<file path="src/rtl/fir_level_meter.sv">
// -----------------------------------------------------------------------------
// fir_level_meter
//
// Level meter placed directly after the FIR filter. It collects blocks of
// WINDOW = 2**LOG2_WINDOW valid samples and reports three results per block:
// the peak absolute value, the mean square (a power estimate), and a flag
// that is set when the mean square reaches THRESH.
//
// Pipeline:
//   S1  registers |x| and x*x, tagged with the sample strobe.
//   S2  accumulates the sum of squares, the running peak and the sample count.
//       A small IDLE/ACCUM state machine tracks whether a window is open.
//   OUT registers the finished window's results and pulses o_valid.
//
// Ports:
//   clk        clock, rising edge
//   rst        asynchronous reset, active low
//   i_valid    sample strobe (FIR o_valid)
//   i_data     signed sample (FIR o_data)
//   i_clear    synchronous restart; drops the partial window and any
//              result that has not reached the outputs yet
//   o_valid    one-cycle pulse when new results are presented
//   o_peak     max |x| over the window (unsigned)
//   o_mean_sq  (sum of x*x over the window) >> LOG2_WINDOW, truncated
//   o_above    o_mean_sq >= THRESH, registered together with o_mean_sq
//   o_busy     high while a window is partially accumulated
// -----------------------------------------------------------------------------
module fir_level_meter #(
  parameter int                WIDTH       = 16,
  parameter int                LOG2_WINDOW = 6,
  parameter longint unsigned   THRESH      = 64'd67108864
) (
  input  logic                    clk,
  input  logic                    rst,
  input  logic                    i_valid,
  input  logic signed [WIDTH-1:0] i_data,
  input  logic                    i_clear,
  output logic                    o_valid,
  output logic [WIDTH-1:0]        o_peak,
  output logic [2*WIDTH-1:0]      o_mean_sq,
  output logic                    o_above,
  output logic                    o_busy
);

  localparam int SQ_W  = 2 * WIDTH;
  // Enough headroom for WINDOW full-scale squares, so the sum never wraps.
  localparam int SUM_W = SQ_W + LOG2_WINDOW;

  // The counter holds 0..WINDOW-1; the sample that finds it at all-ones is
  // the one completing the window.
  localparam logic [LOG2_WINDOW-1:0] CNT_LAST = '1;
  localparam logic [LOG2_WINDOW-1:0] CNT_ONE  = LOG2_WINDOW'(1);
  localparam logic [SQ_W-1:0]        THRESH_W = SQ_W'(THRESH);

  typedef enum logic {
    ST_IDLE  = 1'b0,
    ST_ACCUM = 1'b1
  } state_e;

  // ---------------------------------------------------------------------------
  // S1: magnitude and square of the incoming sample
  // ---------------------------------------------------------------------------
  logic [WIDTH-1:0] mag;
  logic [SQ_W-1:0]  sq;

  // NOTE: always_comb assigns every output on every path (here by a single
  // unconditional expression, elsewhere by defaults first) so no latch forms.
  always_comb begin
    // WIDTH-bit two's complement negation is exact when read as unsigned:
    // the most negative value maps to 2**(WIDTH-1), which fits.
    mag = i_data[WIDTH-1] ? (~unsigned'(i_data) + {{(WIDTH-1){1'b0}}, 1'b1})
                          : unsigned'(i_data);
    sq  = {{WIDTH{1'b0}}, mag} * {{WIDTH{1'b0}}, mag};
  end

  logic             s1_valid_q;
  logic [WIDTH-1:0] s1_mag_q;
  logic [SQ_W-1:0]  s1_sq_q;

  // NOTE: sequential state is written with non-blocking assignments only, so
  // every flop samples the values that existed before the clock edge.
  always_ff @(posedge clk or negedge rst) begin
    if (!rst) begin
      s1_valid_q <= 1'b0;
      s1_mag_q   <= '0;
      s1_sq_q    <= '0;
    end else begin
      // A sample presented together with i_clear is dropped here.
      s1_valid_q <= i_valid & ~i_clear;
      if (i_valid) begin
        s1_mag_q <= mag;
        s1_sq_q  <= sq;
      end
    end
  end

  // ---------------------------------------------------------------------------
  // S2: window accumulation
  // ---------------------------------------------------------------------------
  state_e                 state_q, state_d;
  logic [SUM_W-1:0]       sum_q, sum_d;
  logic [WIDTH-1:0]       peak_q, peak_d;
  logic [LOG2_WINDOW-1:0] cnt_q, cnt_d;
  logic                   done_q, done_d;

  logic                   restart;
  logic [SUM_W-1:0]       base_sum;
  logic [WIDTH-1:0]       base_peak;
  logic [LOG2_WINDOW-1:0] base_cnt;

  always_comb begin
    // A window restarts from zero either when none is open or in the cycle
    // right after one completed (done_q): sum_q/peak_q then still hold the
    // finished results for the output stage, but must not be extended.
    restart   = (state_q == ST_IDLE) || done_q;
    base_sum  = restart ? '0 : sum_q;
    base_peak = restart ? '0 : peak_q;
    base_cnt  = restart ? '0 : cnt_q;

    state_d = state_q;
    sum_d   = sum_q;
    peak_d  = peak_q;
    cnt_d   = cnt_q;
    done_d  = 1'b0;

    if (restart) begin
      state_d = ST_IDLE;
      sum_d   = '0;
      peak_d  = '0;
      cnt_d   = '0;
    end

    if (s1_valid_q) begin
      // A sample arriving in the restart cycle seeds the next window.
      state_d = ST_ACCUM;
      sum_d   = base_sum + SUM_W'(s1_sq_q);
      peak_d  = (s1_mag_q > base_peak) ? s1_mag_q : base_peak;
      cnt_d   = base_cnt + CNT_ONE;
      // Completing sample: the counter wraps to zero and done_q hands the
      // totals to the output stage next cycle.
      done_d  = !restart && (cnt_q == CNT_LAST);
    end

    if (i_clear) begin
      state_d = ST_IDLE;
      sum_d   = '0;
      peak_d  = '0;
      cnt_d   = '0;
      done_d  = 1'b0;
    end
  end

  always_ff @(posedge clk or negedge rst) begin
    if (!rst) begin
      state_q <= ST_IDLE;
      sum_q   <= '0;
      peak_q  <= '0;
      cnt_q   <= '0;
      done_q  <= 1'b0;
    end else begin
      state_q <= state_d;
      sum_q   <= sum_d;
      peak_q  <= peak_d;
      cnt_q   <= cnt_d;
      done_q  <= done_d;
    end
  end

  // ---------------------------------------------------------------------------
  // Output stage
  // ---------------------------------------------------------------------------
  logic [SQ_W-1:0] mean_sq;
  logic            publish;

  always_comb begin
    // Division by WINDOW is a plain truncating shift; the top bits can never
    // be set because the mean of squares is at most 2**(2*WIDTH-2).
    mean_sq = sum_q[SUM_W-1:LOG2_WINDOW];
    // A completed window whose results meet i_clear at this edge is cancelled.
    publish = done_q & ~i_clear;
  end

  always_ff @(posedge clk or negedge rst) begin
    if (!rst) begin
      o_valid   <= 1'b0;
      o_peak    <= '0;
      o_mean_sq <= '0;
      o_above   <= 1'b0;
    end else begin
      o_valid <= publish;
      // Results hold their last values between pulses and across a clear.
      if (publish) begin
        o_peak    <= peak_q;
        o_mean_sq <= mean_sq;
        o_above   <= (mean_sq >= THRESH_W);
      end
    end
  end

  // state_q is itself a register, so o_busy is glitch-free.
  assign o_busy = (state_q == ST_ACCUM);

endmodule
</file>
<file path="config.mk">
export PLATFORM = sky130hd
export DESIGN_NAME = fir_level_meter
export DESIGN_NICKNAME = d
export VERILOG_FILES = /design/src/rtl/fir_level_meter.sv
export SDC_FILE = /design/constraint.sdc
export NUM_CORES = 1
export LEC_CHECK = 0
export BUFFER_PORTS_ARGS = -buffer_cell sky130_fd_sc_hd__buf_2
export CORE_MARGIN = 2
export CORE_UTILIZATION = 55
export CTS_CLUSTER_DIAMETER = 80
export DETAILED_ROUTE_END_ITERATION = 12
export PLACE_DENSITY = 0.83
export SYNTH_ARGS = -nofsm -noshare
export SYNTH_HDL_FRONTEND = slang
export SYNTH_SLANG_ARGS = --single-unit
</file>
<file path="constraint.sdc">
create_clock -name clk -period 4.9 [get_ports clk]
set_input_delay 0.98 -clock clk [delete_from_list [all_inputs] [get_ports clk]]
set_output_delay 0.98 -clock clk [all_outputs]
set_load 0.005 [all_outputs]
</file>
==> flow_summary.yaml <==
global_route:
  grt_max_degree: 89
  antenna_found_initial: 1
  gr-total-overflow: 0
  grtUsageTotal_pct: 28.9
  first_global_vias: 14575
  grt_pass1_wl_um: 69900
route:
  totalWireLength_um: 46600
  via_per_inst: 5.93
  wl_per_cell_um: 19.9
  drt_first_iter_violations: 1154
  route.vias.total: 13909
  ant_nets: 0
  drc: 0
  drt_pass1_iterations: 6
yosys:
  ys_seq_area_share_pct: 25.3
  synth_edf_count: 0
  synth_top_family_by_area: "adder cells"
  synth_xor_area_share_pct: 4.34
  ys_ff_latch: 159
  synth_flop_cell: "dfrtp_1"
  synthMuxAreaShare_pct: 5.53
  yosysUniqueCellTypes: 69
  syn_area_sq_um: 15700
  yosys_warnings: 0
  synth_top_area_cell: "dfrtp_1"
  syn_avg_cell_area_sq_um: 9.43
  synthAdderAreaFrac_pct: 32.3
  synth_area_leaders: "dfrtp_1, fa_1, ha_1"
  synthArstFlopShare_pct: 100
  netlist.area_leader.share_pct: 25.3
  syn_inst: 1669
  synth_compound_area_share_pct: 12.1
  synthSimpleGateAreaFrac_pct: 12.7
worst_setup_path:
  reg2reg_slack_ns: 0.37
  cp_max_fo: 5
  reg2regPathDepth: 11
  r2r_start: "done_q"
  crit_required_ns: 5.22
  regToRegEndpoint: "sum_q[36]"
  critPathKind: "input pin to register"
  start_kind: "input pin"
  arrival_ns: 8.30
  critPathCaptureType: "register"
run_status:
  status: "finished, violations left"
  violations: "negative setup slack"
die:
  core_area_sq_um: 28000
  die_h_um: 173
  rows: 61
  start_util_pct: 56.2
  dieArea_sq_um: 30000
  io_pins: 71
  die_w_um: 173
sta:
  tightest_slew_ns: 1.02
  setup_viol: 26
  fmax_mhz: 125
  finalCritPeriodShare_pct: 163
  max_slew_margin_pct: 32.2
  fin_crit_ns: 7.98
  tns_ns: -60.43
  fin_ws_ns: -3.08
  grt_setup_unrepaired: "true"
  whs_ns: 0.490
  maxSlewViolCount: 0
  clock_skew_ns: 0.0117
  finalHoldViolations: 0
min_path:
  min_path_type: "register to register"
  hold_start: "o_above"
  hold_path_depth: 2
  hold_end: "o_above"
clock_network:
  cts-root-buf: "clkbuf_16"
  cts_htree_levels: 4
  cts_tree: "done"
  clk_pin_slew_ns: 0.07
  clk_latency_ns: 0.44
  numCtsBuffers: 17
  cts_sinks: 159
  cts_buffer_depth: 2
layout:
  fill_cells: 1785
  drive_gt1_share_pct: 32.1
  final_common_cell: "buf_4"
  fin_cells: 2346
  nNetsFinal: 2283
  syn_to_final_growth_pct: 28.0
  layout_common_cells: "buf_4, inv_1, dfrtp_1"
placed_design:
  gp_congestion: 0.936
  dp_hpwl_um: 30700
  place_inst: 2255
  portBuffers: 70
run:
  maxCapViolations: 0
how the worst max path moves through the flow:
stage	from	slack (ns)	to	depth (start not counted)
6_report	i_data[6]	-3.08	s1_sq_q[30]	27
2_1_floorplan	i_data[6]	-2.90	s1_sq_q[26]	25
4_1_cts	i_data[6]	-2.75	s1_sq_q[26]	26
3_5_place_dp	i_data[6]	-3.39	s1_sq_q[26]	25
3_3_place_gp	i_data[6]	-3.17	s1_sq_q[26]	24
5_1_grt	i_data[6]	-3.17	s1_sq_q[30]	30
flip-flops by register name (all words and copies together) (netlist names), 6 cells and up:
register   count
s1_sq_q       30
o_mean_sq     32
o_peak        16
peak_q        16
sum_q         38
s1_mag_q      16
cnt_q          6
routing by layer:
| metal | wire [um] | track usage (%) | vias up |
|---|---|---|---|
| li1 | - | - | 6042 |
| met1 | 16700 | 32.9 | 6928 |
| met2 | 23800 | 52.2 | 672 |
| met3 | 2970 | 5.30 | 267 |
| met4 | 3160 | 14.2 | 0 |
| met5 | 0 | 0 | - |
cells by family (layout without fill, tap and decap cells):
group | after synthesis | after routing
fa+ha+maj | 309 | 309
buf+inv | 317 | 606
xor+xnor | 78 | 78
compound gates | 296 | 296
other cells | 2 | 12
mux | 78 | 78
simple gates | 430 | 430
flops | 159 | 159
synth_stat cells (all sizes together) (6+ instances only):
cell type,number
nand2b,8
xnor2,42
inv,251
and3,7
nor2,124
a211oi,14
a21oi,92
a31oi,13
nand4,16
nor2b,8
and2,37
o21bai,9
mux2i,6
nand3,19
mux2,72
o21ai,62
or2,18
dfrtp,159
or3,8
nand2,157
clkbuf,57
a21o,42
nor3,13
o21a,12
fa,163
xor2,36
ha,146
o31ai,8
stage by stage:
| stage | util [%] | setup WS (ns) | area, sq um |
|---|---|---|---|
| global route | 71.9 | -3.17 | 20100 |
| global placement | 65.2 | -3.17 | 18300 |
| detailed placement | 65.2 | -3.39 | 18300 |
| floorplan | - | -2.90 | 16200 |
| finish | 71.9 | -3.08 | 20100 |
| CTS | 69.3 | -2.75 | 19400 |
critical path, stage by stage:
cell,delay [ns]
buf_6,0.09
or4_4,0.56
nor4_4,0.18
or4b_4,0.54
o31ai_4,0.37
xor2_1,0.13
buf_4,0.19
buf_6,0.14
nor2_2,0.22
ha_1,0.23
inv_1,0.06
fa_1,0.51
fa_1,0.45
fa_1,0.52
fa_1,0.57
inv_2,0.05
fa_1,0.52
ha_4,0.34
nand4_1,0.19
nor3_2,0.29
o311ai_4,0.20
a31oi_4,0.27
buf_6,0.14
o21ai_2,0.05
a21boi_2,0.16
o21ai_1,0.09
a31o_2,0.25
cell type report:
cell class                 instances  area, sq um  area share (%)
sequential                       159         3980            19.8
antenna                            1         2.50          0.0124
clock buffer                      20          437            2.17
inverter                         256          972            4.83
tap                              378          473            2.35
timing repair buffer             318         2370            11.8
clock inverter                    12          185           0.919
multi-input combinational       1202        11700            58.2
repair_timing:
item,4_1_cts,5_1_grt
gates resized for setup,78,106
setup endpoints to repair,26,26
pin swaps,60,83
buffers inserted,23,37
hold buffers,0,0
Power is not shown: default switching activity piles up to over one toggle a cycle in this logic, so the estimate is an artifact.
